===== src/rtl/sram_req_arbiter.sv =====
// Two-master (inst/data) to one-slave sram-like request arbiter with in-order owner FIFO.
// Optional `ARB_RR_EN replaces data-priority + starvation counter with round-robin.
module sram_req_arbiter #(
    parameter int OT_DEPTH     = 2,
    parameter int STARVE_LIMIT = 8
) (
    input  logic        clk,
    input  logic        reset,
    input  logic        i_req,
    input  logic        i_wr,
    input  logic [1:0]  i_size,
    input  logic [31:0] i_addr,
    input  logic [31:0] i_wdata,
    output logic [31:0] i_rdata,
    output logic        i_addr_ok,
    output logic        i_data_ok,
    input  logic        d_req,
    input  logic        d_wr,
    input  logic [1:0]  d_size,
    input  logic [31:0] d_addr,
    input  logic [31:0] d_wdata,
    output logic [31:0] d_rdata,
    output logic        d_addr_ok,
    output logic        d_data_ok,
    output logic        s_req,
    output logic        s_wr,
    output logic [1:0]  s_size,
    output logic [31:0] s_addr,
    output logic [31:0] s_wdata,
    input  logic [31:0] s_rdata,
    input  logic        s_addr_ok,
    input  logic        s_data_ok,
    output logic        err_unexp
);
    localparam int PW = (OT_DEPTH > 1) ? $clog2(OT_DEPTH) : 1;
    localparam int CW = $clog2(OT_DEPTH) + 1;

    typedef struct packed {
        logic        wr;
        logic [1:0]  size;
        logic [31:0] addr;
        logic [31:0] wdata;
    } req_t;

    req_t i_fields, d_fields, s_fields;

    logic [OT_DEPTH-1:0] id_fifo;
    logic [PW-1:0]       wr_ptr, rd_ptr;
    logic [CW-1:0]       count;
    logic                full, empty, push, pop, head;
    logic                gnt_i, gnt_d;

    assign full  = (count == CW'(OT_DEPTH));
    assign empty = (count == '0);

`ifdef ARB_RR_EN
    // last_gnt: 0 = inst, 1 = data; on contention the other master wins
    logic last_gnt;

    assign gnt_d = d_req & (~i_req | ~last_gnt);

    always_ff @(posedge clk or posedge reset) begin
        if (reset)
            last_gnt <= 1'b1;
        else if (push)
            last_gnt <= gnt_d;
    end
`else
    logic [7:0] starve_cnt;
    logic       force_i;

    assign force_i = (starve_cnt == 8'(STARVE_LIMIT));
    assign gnt_d   = d_req & (~i_req | ~force_i);

    always_ff @(posedge clk or posedge reset) begin
        if (reset)
            starve_cnt <= '0;
        else if (i_addr_ok)
            starve_cnt <= '0;
        else if (i_req & d_req & ~full & gnt_d & ~force_i)
            starve_cnt <= starve_cnt + 8'd1;
    end
`endif

    assign gnt_i = i_req & ~gnt_d;

    assign i_fields = '{wr: i_wr, size: i_size, addr: i_addr, wdata: i_wdata};
    assign d_fields = '{wr: d_wr, size: d_size, addr: d_addr, wdata: d_wdata};
    assign s_fields = gnt_d ? d_fields : i_fields;

    assign s_req   = (i_req | d_req) & ~full;
    assign s_wr    = s_fields.wr;
    assign s_size  = s_fields.size;
    assign s_addr  = s_fields.addr;
    assign s_wdata = s_fields.wdata;

    assign i_addr_ok = s_addr_ok & s_req & gnt_i;
    assign d_addr_ok = s_addr_ok & s_req & gnt_d;

    assign push = i_addr_ok | d_addr_ok;
    assign pop  = s_data_ok & ~empty;
    assign head = id_fifo[rd_ptr];

    assign i_data_ok = pop & ~head;
    assign d_data_ok = pop & head;
    assign i_rdata   = s_rdata;
    assign d_rdata   = s_rdata;

    // Pointers wrap naturally since OT_DEPTH is a power of two
    always_ff @(posedge clk or posedge reset) begin
        if (reset) begin
            id_fifo <= '0;
            wr_ptr  <= '0;
            rd_ptr  <= '0;
            count   <= '0;
        end else begin
            if (push) begin
                id_fifo[wr_ptr] <= gnt_d;
                wr_ptr          <= wr_ptr + PW'(1);
            end
            if (pop)
                rd_ptr <= rd_ptr + PW'(1);
            case ({push, pop})
                2'b10:   count <= count + CW'(1);
                2'b01:   count <= count - CW'(1);
                default: count <= count;
            endcase
        end
    end

    always_ff @(posedge clk or posedge reset) begin
        if (reset)
            err_unexp <= 1'b0;
        else if (s_data_ok & empty)
            err_unexp <= 1'b1;
    end
endmodule

===== config.mk =====
export PLATFORM = sky130hd
export DESIGN_NAME = sram_req_arbiter
export DESIGN_NICKNAME = d
export VERILOG_FILES = /design/src/rtl/sram_req_arbiter.sv
export SDC_FILE = /design/constraint.sdc
export NUM_CORES = 1
export LEC_CHECK = 0
export BUFFER_PORTS_ARGS = -buffer_cell sky130_fd_sc_hd__buf_4
export CAP_MARGIN = 10
export CORE_AREA = 2 2 121 123
export CTS_CLUSTER_SIZE = 25
export DETAILED_ROUTE_END_ITERATION = 10
export DIE_AREA = 0 0 123 125
export PLACE_DENSITY = 0.6
export SETUP_SLACK_MARGIN = 0.1
export SLEW_MARGIN = 25
export SYNTH_ARGS = -nofsm -noshare
export SYNTH_HDL_FRONTEND = slang
export SYNTH_SLANG_ARGS = --single-unit

===== constraint.sdc =====
create_clock -name clk -period 1.9 [get_ports clk]
set_clock_uncertainty 0.2 [all_clocks]
set_input_delay 0.095 -clock clk [delete_from_list [all_inputs] [get_ports clk]]
set_output_delay 0.095 -clock clk [all_outputs]
set_load 0.05 [all_outputs]

Word level (Yosys, flattened, before mapping)

Index checks and enable logic that the tools add are counted.

Register bits: 15
Bits in latches: 0
Memory bits (writable): 0
ROM bits: 0
Input bits: 172
Memories: 0

Add/sub/neg operators: 5
$mul: 0
Div/mod/pow operators: 0
Magnitude comparators: 3
Equal/unequal tests: 4
Shift-type cells: 0
Muxes and demuxes: 9
Bitwise operators: 23
Reduce and logical (&&, ||, !) cells: 4

Operator list:

| kind                                                                         | number |
|---|---|
| 67-bit 2-to-1 mux                                                            | 1 |
| 8-bit 2-to-1 mux                                                             | 2 |
| 1-bit bitwise AND                                                            | 14 |
| 8-bit by 1-bit adder with 8-bit output, second input constant                | 1 |
| 8-bit by 4-bit equality test with 1-bit output, second input constant        | 1 |
| 1-bit NOT                                                                    | 6 |
| 2-bit equality test, second input constant                                   | 2 |
| 1-bit by 2-bit less-than comparator with 1-bit output, second input constant | 2 |
| 2-bit case mux with 2 select lines                                           | 1 |
| 2-bit nonzero test                                                           | 2 |
| 1-bit 2-to-1 mux                                                             | 3 |
| 1-bit OR                                                                     | 3 |
| 1-bit adder, second input constant                                           | 2 |
| 2-bit by 1-bit adder with 2-bit output, second input constant                | 1 |
| 2-bit bitwise mux                                                            | 1 |
| 2-bit by 1-bit equality test with 1-bit output, second input constant        | 1 |
| 2-bit logical NOT                                                            | 1 |
| 2-bit by 1-bit subtractor with 2-bit output, second input constant           | 1 |
| 1-bit demux with 1-bit select                                                | 1 |
| 1-bit greater-or-equal comparator, second input constant                     | 1 |
| 1-bit logical AND                                                            | 1 |

Logic depth before layout (Yosys ltp)

Gate-level depths: netlist (run 1).

Word-level depth: 10
Depth in mapped cells: 7

Least setup slack after synthesis (run 1)

No wires, ideal clock.

Path kind: reg-to-output
Start: register starve_cnt[0]
End: output port d_addr_ok
Data arrival time: 2.188 ns
Data required time: 1.605 ns
Path slack: -0.583 ns
Cell stages (with the launch flop): 8
Cells stage by stage: dfrtp_1 > inv_1 > ha_1 > nor4bb_4 > and2_4 > a21boi_4 > buf_8 > nor2b_1

Longest elaborated chain between the ends: 5

RTL lines:

| element                                        | line | source |
|---|---|---|
| from (decl)                                    | 69   | `logic [7:0] starve_cnt;` |
| from (signal assigned)                         | 81   | `starve_cnt <= starve_cnt + 8'd1;` |
| 8-bit by 4-bit equality test with 1-bit output | 72   | `assign force_i = (starve_cnt == 8'(STARVE_LIMIT));` |
| 1-bit NOT                                      | 73   | `assign gnt_d = d_req & (~i_req \| ~force_i);` |
| 1-bit OR                                       | 73   |  |
| 1-bit bitwise AND                              | 73   |  |
| 1-bit bitwise AND                              | 98   | `assign d_addr_ok = s_addr_ok & s_req & gnt_d;` |
| to (decl)                                      | 23   | `output logic d_addr_ok,` |

No other way between the ends.

Worst setup path after layout (run 1)

Start: register starve_cnt[0]
End: output port s_wdata[27]

Longest elaborated chain between the ends: 5

RTL lines:

| element                                        | line | source |
|---|---|---|
| 8-bit by 4-bit equality test with 1-bit output | 72   |  |
| 1-bit NOT                                      | 73   |  |
| 1-bit OR                                       | 73   |  |
| 1-bit bitwise AND                              | 73   |  |
| 67-bit 2-to-1 mux                              | 89   | `assign s_fields = gnt_d ? d_fields : i_fields;` |
| to (decl)                                      | 29   | `output logic [31:0] s_wdata,` |

No other way between the ends.

==> impl_metrics.toml, run 1 <==
[setup_path]
r2r_setup_slack_ns = -0.38
crit_fanout = 16
cp-start-kind = "flop"
end_kind = "primary output"
reg2reg_depth = 11
rr_endpoint = "id_fifo[1]"
worstPathRequired_ns = 1.60
path_class = "flop to primary output"
worstPathArrival_ns = 2.20
reg2reg_from = "starve_cnt[0]"

[worst_hold_path]
holdPathStages = 3
worstHoldStart = "s_addr_ok"
worstHoldPathType = "input port to flop"
hold_end = "id_fifo[1]"

[global_route]
grt_antenna_before_repair = 0
grt_pass1_vias = 2624
grt_overflow = 0
grt_usage = 0.127
grt_pass1_wl_mm = 15.1
grt_max_degree = 40

[synth]
synth_top_cell_area_share = 0.415
ys_ff_latch = 15
synth.most_common_cell = "mux2_4"
yosys-top-cells-count = "67 x mux2_4, 64 x buf_4, 15 x dfrtp_1, 11 x nor2_1, 8 x xnor2_1"
async_reset_ff_frac = 1.00
yosysWarningCount = 0
synth_edf_count = 0
syn_nets = 397
ys_types = 29
synthCells = 222
synth_area_leaders = "mux2_4 41%, buf_4 20%, dfrtp_1 15%"
synthFlopType = "dfrtp_1"
synth-seq-area-share = 0.155
syn_area_per_cell_um2 = 10.9
netlist_area_mm2 = 0.00243
synth_top_cell_by_area = "mux2_4"

[placed_design]
pre_cts_ws_ns = -0.352
port_buffers = 212
hpwl_mm = 8.16
place.gp.congestion = 0.822

[floorplanning]
core-area_mm2 = 0.0142
fp-row-count = 44
die_x_um = 123
die_y_um = 125
dieArea_mm2 = 0.0154
io_pins = 309
initial_utilization = 0.171

[power]
powerDensity_mw_per_mm2 = 731
p_leak_uw = 0.00240
peakVddDrop_uv = 717

[detailed_routing]
top_layer_used = "met4"
met3_length_um = 963
routedWlPerCell_um = 18.0
met1Wirelength_mm = 4.63
first_pass_iters = 4
drt_wl_total_mm = 11.1
via_per_inst = 3.95
first_iter_violations = 43
wl_met2_mm = 5.42
post-route-drc-count = 0
vias = 2443
ant_nets = 0

[clock_tree]
clockBufferDepth = 2
cts_buffers = 3
htreeDepth = 1
clkTransAtPathRegs_ns = 0.05
cts_tree = "yes"
cts_sinks = 15
insertion_delay_ns = 0.24
root_buffer = "clkbuf_16"

[layout]
diodes = 0
area_delta_synth_final_pct = 97.2
drive_above_1_share = 0.790
final_nets = 610

[run_status]
violations = "negative setup slack"
status = "finished with violations"

[sta]
slew_headroom = 0.266
setup_viol = 72
fin_crit_sh = 1.31
period_needed_ns = 2.49
final_hold_viol_count = 0
worst_pin_slew_ns = 1.10
fmax_mhz = 402
rsz0062_at_grt = "yes"
maxSlewViolCount = 0
setup_tns_ns = -39.72
setup_slack_ns = -0.591

[job]
drv_cap = 0
==> routing by layer <==
layer / GRT usage / vias to the layer above
met4: 0.0114 / 0
met2: 0.217 / 139
met3: 0.0251 / 10
met1: 0.170 / 1166
li1: - / 1128
met5: 0 / -
==> how the worst max path moves through the flow <==
stage                              from          end  slack, ns  depth (start not counted)
after detailed placement  starve_cnt[0]  s_wdata[18]      -0.35                          8
after global routing      starve_cnt[0]  s_wdata[18]      -0.64                          8
after global placement    starve_cnt[1]  s_wdata[18]      -0.32                          8
after CTS                 starve_cnt[0]  s_wdata[21]      -0.60                          9
final                     starve_cnt[0]  s_wdata[27]      -0.59                          9
after floorplan           starve_cnt[0]    s_addr[0]      -0.22                          7
==> power by group <==
| part | switching [uW] | internal, uW |
|---|---|---|
| clock | 121 | 280 |
| combinational | 1460 | 1120 |
| sequential | 92.4 | 426 |
==> layout by cell type (no fill, tap or decap), drive strengths merged, types with 2 or more instances in the layout <==
cell and n:
a21oi 5, ha 3, nor4 2, mux2 69, o21ai 4, clkbuf 3
nand2 4, xnor2 8, dlygate4sd3 34, buf 245, nor3 3, nand4 3
nand3 6, dfrtp 15, inv 4, nor2b 3, nor2 11
==> critical path: stages (launching register included) <==
cell and delay [ns]:
dfrtp_1 0.37, inv_2 0.06, ha_4 0.15, nor4bb_4 0.15, and2_4 0.17, a21boi_4 0.19
buf_12 0.14, buf_12 0.17, mux2_4 0.33, buf_4 0.19
==> repair_timing <==
action,4_1_cts,5_1_grt
cloned,1,0
pin swaps,3,6
gates resized for setup,68,30
endpoints found under the hold margin,80,0
buffers inserted,11,8
setup endpoints to repair,73,80
hold buffers,34,0
==> state kept, by name (all words and copies together), names as in the netlist <==
register,count
id_fifo,2
wr_ptr,1
err_unexp,1
starve_cnt,8
rd_ptr,1
count,2
==> cell families (layout without fill, tap and decap cells) <==
| logic type | count (synthesis) | in the layout | share of synthesized area |
|---|---|---|---|
| AOI/OAI and AO/OA | 11 | 11 | 0.0309 |
| xor gates and xnor gates | 9 | 9 | 0.0325 |
| adders and majority gates | 3 | 3 | 0.0155 |
| buffers and inverters | 75 | 287 | 0.248 |
| DFF | 15 | 15 | 0.155 |
| muxes | 70 | 70 | 0.428 |
| and+or+nand+nor | 39 | 39 | 0.0908 |
==> area by class of cell <==
cell class	instances	area, um^2
fill	1431	9420
timing repair buffer	279	2510
multi-input combinational	132	1570
sequential	15	375
tap	184	230
clock buffer	3	75.1
inverter	4	15.0
clock inverter	1	5.00
==> stage by stage <==
stage | area (um^2) | power (uW) | hold slack, ns | std cells | util
6_report | 4780 | 3500 | 0.100 | 618 | 0.337
3_3_place_gp | 3830 | 2430 | -0.0164 | 562 | 0.270
3_5_place_dp | 3830 | 2460 | -0.00950 | 562 | 0.270
2_1_floorplan | 2460 | 2120 | -0.204 | 222 | -
5_1_grt | 4780 | 3660 | 0.116 | 618 | 0.337
4_1_cts | 4640 | 3370 | 0.0934 | 612 | 0.327
No activity file was read; power rests on OpenSTA's default activity.
==> run 2, diff against run 1 <==
- CORE_AREA: 2 2 121 123 -> 2 2 119 121
- DIE_AREA: 0 0 123 125 -> 0 0 121 123
- PLACE_DENSITY: 0.6 -> 0.59
- clock period: 1.9 -> 2.84 ns (I/O delays scaled with it)
==> run 2 against run 1 <==
Net effect: design area decreased by 19%; non-clock buffer count decreased by 57; the flow now finishes without violations; highest routed layer unchanged; critical path depth unchanged; sequential power decreased by 30%; routed wire length decreased by 18%; final cell count decreased by 9.9%; total power decreased by 48%; sequential cell count unchanged; critical path type unchanged; setup slack improved by 0.83 ns.
==> impl_metrics.toml, run 2 (synthesis results as in run 1) <==
[power]
powerDensity_mw_per_mm2 = 473
p_leak_uw = 0.00202
peakVddDrop_uv = 376
finalPower_uw = 1830

[sta]
setup_viol = 0
final_hold_viol_count = 0
fmax_mhz = 385
setup_tns_ns = 0
period_needed_ns = 2.60
slew_headroom = 0.601
rsz0062_at_grt = "no"
fin_crit_sh = 0.915
maxSlewViolCount = 0
worst_pin_slew_ns = 0.597
whs_ns = 0.0841

[layout]
drive_above_1_share = 0.788
final_common_cell = "buf_4"
nFillCells = 1423
layout_common_cells = "216 x buf_4, 67 x mux2_4, 15 x dfrtp_1"
final_nets = 553
diodes = 0
largest_reg_flops = 8
reg.largest.list = "starve_cnt (8), count (2), id_fifo (2)"
top_register = "starve_cnt"
final_core_util = 0.283
area_delta_synth_final_pct = 59.0

[global_route]
grt_overflow = 0
met1_usage = 0.140
grt_antenna_before_repair = 0
met2_usage = 0.164
grt_max_degree = 51
grt_pass1_wl_mm = 12.2
grt_usage = 0.106
use_met3 = 0.0461
grt.busiest_layer = "met2"
grt_pass1_vias = 2202

[detailed_routing]
vias = 2170
first_pass_iters = 4
via_per_inst = 3.90
post-route-drc-count = 0
routedWlPerCell_um = 16.3
first_iter_violations = 54
drt_wl_total_mm = 9.09
ant_nets = 0

[setup_path]
cp-start-kind = "flop"
crit_fanout = 25
path_class = "flop to primary output"
end_kind = "primary output"
worstPathRequired_ns = 2.50
worstPathArrival_ns = 2.26

[run_status]
status = "finished, final reports clean"

[clock_tree]
cts_tree = "yes"
htreeDepth = 1
cts_sinks = 15
clkTransAtPathRegs_ns = 0.05
cts_buffers = 3
root_buffer = "clkbuf_16"
insertion_delay_ns = 0.24
clockBufferDepth = 2

[floorplanning]
die_y_um = 123
dieArea_mm2 = 0.0149
io_pins = 309
die_x_um = 121
core-area_mm2 = 0.0136
fp-row-count = 43
initial_utilization = 0.178

[placed_design]
hpwl_mm = 7.51
port_buffers = 212
place.gp.congestion = 0.766

[worst_hold_path]
worstHoldPathType = "input port to primary output"

[job]
drv_cap = 0
run 2: changes by cell type in the layout (fill, tap and decap cells not counted), moves of 3 or more:
cell,change
a21oi_1,+4
a21oi_2,-3
buf_12,-4
buf_4,+38
buf_6,-54
buf_8,-5
dlygate4sd3_1,-32
nor2_1,+4
nor2_4,-4
o21ai_0,+3
run 2: timing repair:
| action | 4_1_cts | 5_1_grt |
|---|---|---|
| endpoints found under the setup margin | 0 | 66 |
| hold buffers | 2 | 0 |
| buffers inserted | 0 | 4 |
| hold endpoints to repair | 16 | 0 |
| gates resized for setup | 0 | 6 |
run 2: path summary, 6_finish.rpt:
path / from / end / slack (ns) / cells after the start
setup reg to reg: starve_cnt[0] / id_fifo[0] / 0.79 / 8
max in group asynchronous: reset / starve_cnt[6] / 1.73 / 3
min in group asynchronous: reset / count[1] / 0.32 / 3
hold reg to reg: err_unexp / err_unexp / 0.25 / 1
setup / recovery: starve_cnt[0] / s_addr[0] / 0.24 / 9
hold / removal: s_rdata[23] / d_rdata[23] / 0.08 / 0
run 2: cell type report:
| class | instances | area, um^2 | area share |
|---|---|---|---|
| sequential | 15 | 375 | 0.0973 |
| tap | 180 | 225 | 0.0584 |
| inverter | 4 | 15.0 | 0.00389 |
| clock buffer | 4 | 78.8 | 0.0204 |
| multi-input combinational | 132 | 1450 | 0.376 |
| timing repair buffer | 222 | 1710 | 0.444 |
run 2: worst max-delay path: stages (launching register included):
cell      delay, ns
dfrtp_1        0.37
inv_1          0.07
ha_1           0.20
nor4bb_4       0.15
and2_4         0.17
a21boi_4       0.14
buf_4          0.17
buf_12         0.22
mux2_4         0.33
buf_4          0.19
run 2: report_power, final:
| group | switching (uW) | internal, uW | leakage [uW] |
|---|---|---|---|
| Sequential | 75.7 | 285 | 0.000187 |
| Clock | 81.3 | 190 | 0.0000382 |
| Combinational | 665 | 529 | 0.00179 |
| Total | 822 | 1000 | 0.00202 |
run 2: through the flow:
| step | area (um^2) | std cells | setup slack (ns) |
|---|---|---|---|
| 2_1_floorplan | 2430 | 222 | 0.310 |
| 3_3_place_gp | 3680 | 545 | 0.425 |
| 3_5_place_dp | 3680 | 545 | 0.412 |
| 4_1_cts | 3780 | 551 | 0.133 |
| 5_1_grt | 3860 | 557 | 0.129 |
| 6_report | 3860 | 557 | 0.243 |
run 2: routing by layer:
metal | vias to the layer above | wire (um)
li1 | 1011 | -
met1 | 974 | 3910
met2 | 180 | 4000
met3 | 5 | 1140
met4 | 0 | 41
met5 | - | 0
==> run 3, diff against run 2 <==
- BUFFER_PORTS_ARGS: -buffer_cell sky130_fd_sc_hd__buf_4 -> default
- CTS_CLUSTER_SIZE: 25 -> 20
- DONT_BUFFER_PORTS: default -> 1
- PLACE_DENSITY: 0.59 -> 0.4
==> run 3 against run 2 <==
Net effect: design area fell by 42%; sequential power barely moved; sequential share of layout area rose by 7.2 points; maximum frequency fell by 2.9%; critical endpoint is now s_addr[16]; total power fell by 17%; core utilization fell by 12 points; setup slack got worse by 0.078 ns.
==> impl_metrics.toml, run 3 (synthesis results as in run 1) <==
[clock_tree]
htreeDepth = 1
postCtsSetupBuffers = 0
clkTransAtPathRegs_ns = 0.05
clockBufferDepth = 2
cts_tree = "yes"
root_buffer = "clkbuf_16"
cts_sinks = 15
insertion_delay_ns = 0.24
cts_buffers = 3

[detailed_routing]
drt_wl_total_mm = 7.10
first_iter_violations = 39
post-route-drc-count = 0
vias = 1387
ant_nets = 0
first_pass_iters = 4
routedWlPerCell_um = 20.8
via_per_inst = 4.06

[setup_path]
cp-start-kind = "flop"
r2r_setup_slack_ns = 0.56
worstPathArrival_ns = 2.33
reg2reg_depth = 4
crit_fanout = 70
reg2reg_from = "count[1]"
rr_endpoint = "id_fifo[1]"
cp-startpoint = "starve_cnt[0]"
path_class = "flop to primary output"
crit_end = "s_addr[16]"
worstPathRequired_ns = 2.50
end_kind = "primary output"

[global_route]
grt_pass1_wl_mm = 9.05
grt_max_degree = 71
grt_pass1_vias = 1447
grt_antenna_before_repair = 0
grt_overflow = 0
grt_usage = 0.0825

[layout]
layoutNonFillerInstCount = 342
diodes = 0
drive_above_1_share = 0.506
top_register = "starve_cnt"
final_core_util = 0.163
final_common_cell = "mux2_4"
largest_reg_flops = 8
layout_common_cells = "67 x mux2_4, 15 x dfrtp_1, 11 x nor2_1"
final_nets = 338
area_delta_synth_final_pct = -8.51
reg.largest.list = "starve_cnt (8), count (2), id_fifo (2)"

[sta]
whs_ns = 0.0114
worst_pin_slew_ns = 0.953
rsz0062_at_grt = "no"
period_needed_ns = 2.68
slew_headroom = 0.363
setup_viol = 0
maxSlewViolCount = 0
fmax_mhz = 374
fin_crit_sh = 0.942
final_hold_viol_count = 0
setup_tns_ns = 0

[power]
p_leak_uw = 0.000979
peakVddDrop_uv = 394
powerDensity_mw_per_mm2 = 682

[placed_design]
port_buffers = 0
place.gp.congestion = 0.893
hpwl_mm = 5.99
dpl.cell_count = 336

[worst_hold_path]
holdPathStages = 2
worstHoldPathType = "input port to flop"

[job]
drv_cap = 0

[floorplanning]
initial_utilization = 0.178
dieArea_mm2 = 0.0149
fp-row-count = 43
io_pins = 309
core-area_mm2 = 0.0136
die_y_um = 123
die_x_um = 121

[run_status]
status = "finished, final reports clean"
## run 3: worst max-delay path, stage by stage, from the launching register on
cell,delay [ns]
dfrtp_1,0.40
inv_1,0.09
ha_1,0.14
nor4bb_4,0.29
and2_4,0.23
a21boi_4,0.06
clkbuf_16,0.25
mux2_4,0.50
## run 3: layer usage
layer  track usage  vias to the layer above  part of all wire
li1              -                      583                 -
met1        0.0937                      634              0.37
met2         0.135                      163              0.48
met3        0.0475                        7              0.15
met4        0.0174                        0            0.0069
met5             0                        -                 0
## run 3: what timing repair did
action / CTS / global route
hold buffers: 2 / 0
resized for setup: 0 / 2
endpoints found under the setup margin: 0 / 16
hold endpoints to repair: 16 / 0
## run 3: area by class of cell
| cell class | count | area, um^2 |
|---|---|---|
| Clock buffer | 4 | 78.8 |
| Fill cell | 1482 | 11400 |
| Inverter | 4 | 15.0 |
| Multi-Input combinational cell | 132 | 1450 |
| Sequential cell | 15 | 375 |
| Tap cell | 180 | 225 |
| Timing Repair Buffer | 7 | 75.1 |
## run 3: where the power goes
part | switching, uW | internal [uW]
Combinational | 580 | 297
Sequential | 79.1 | 285
Clock | 81.6 | 190
Total | 741 | 772
## run 3: worst min path at each step
stage	slack [ns]	end	startpoint
after floorplan	-0.16	count[0]	reset
after global placement	-0.06	starve_cnt[2]	reset
after detailed placement	-0.04	starve_cnt[0]	reset
after CTS	0.01	starve_cnt[0]	i_req
after global routing	0.01	id_fifo[1]	s_addr_ok
final	0.01	wr_ptr	s_addr_ok
## run 3: metrics by stage
step / setup WS, ns / area, um^2 / power (uW)
floorplan: 0.310 / 2430 / 1390
global placement: 0.500 / 2120 / 1240
detailed placement: 0.452 / 2120 / 1250
CTS: 0.193 / 2210 / 1530
global route: 0.102 / 2220 / 1600
finish: 0.165 / 2220 / 1510
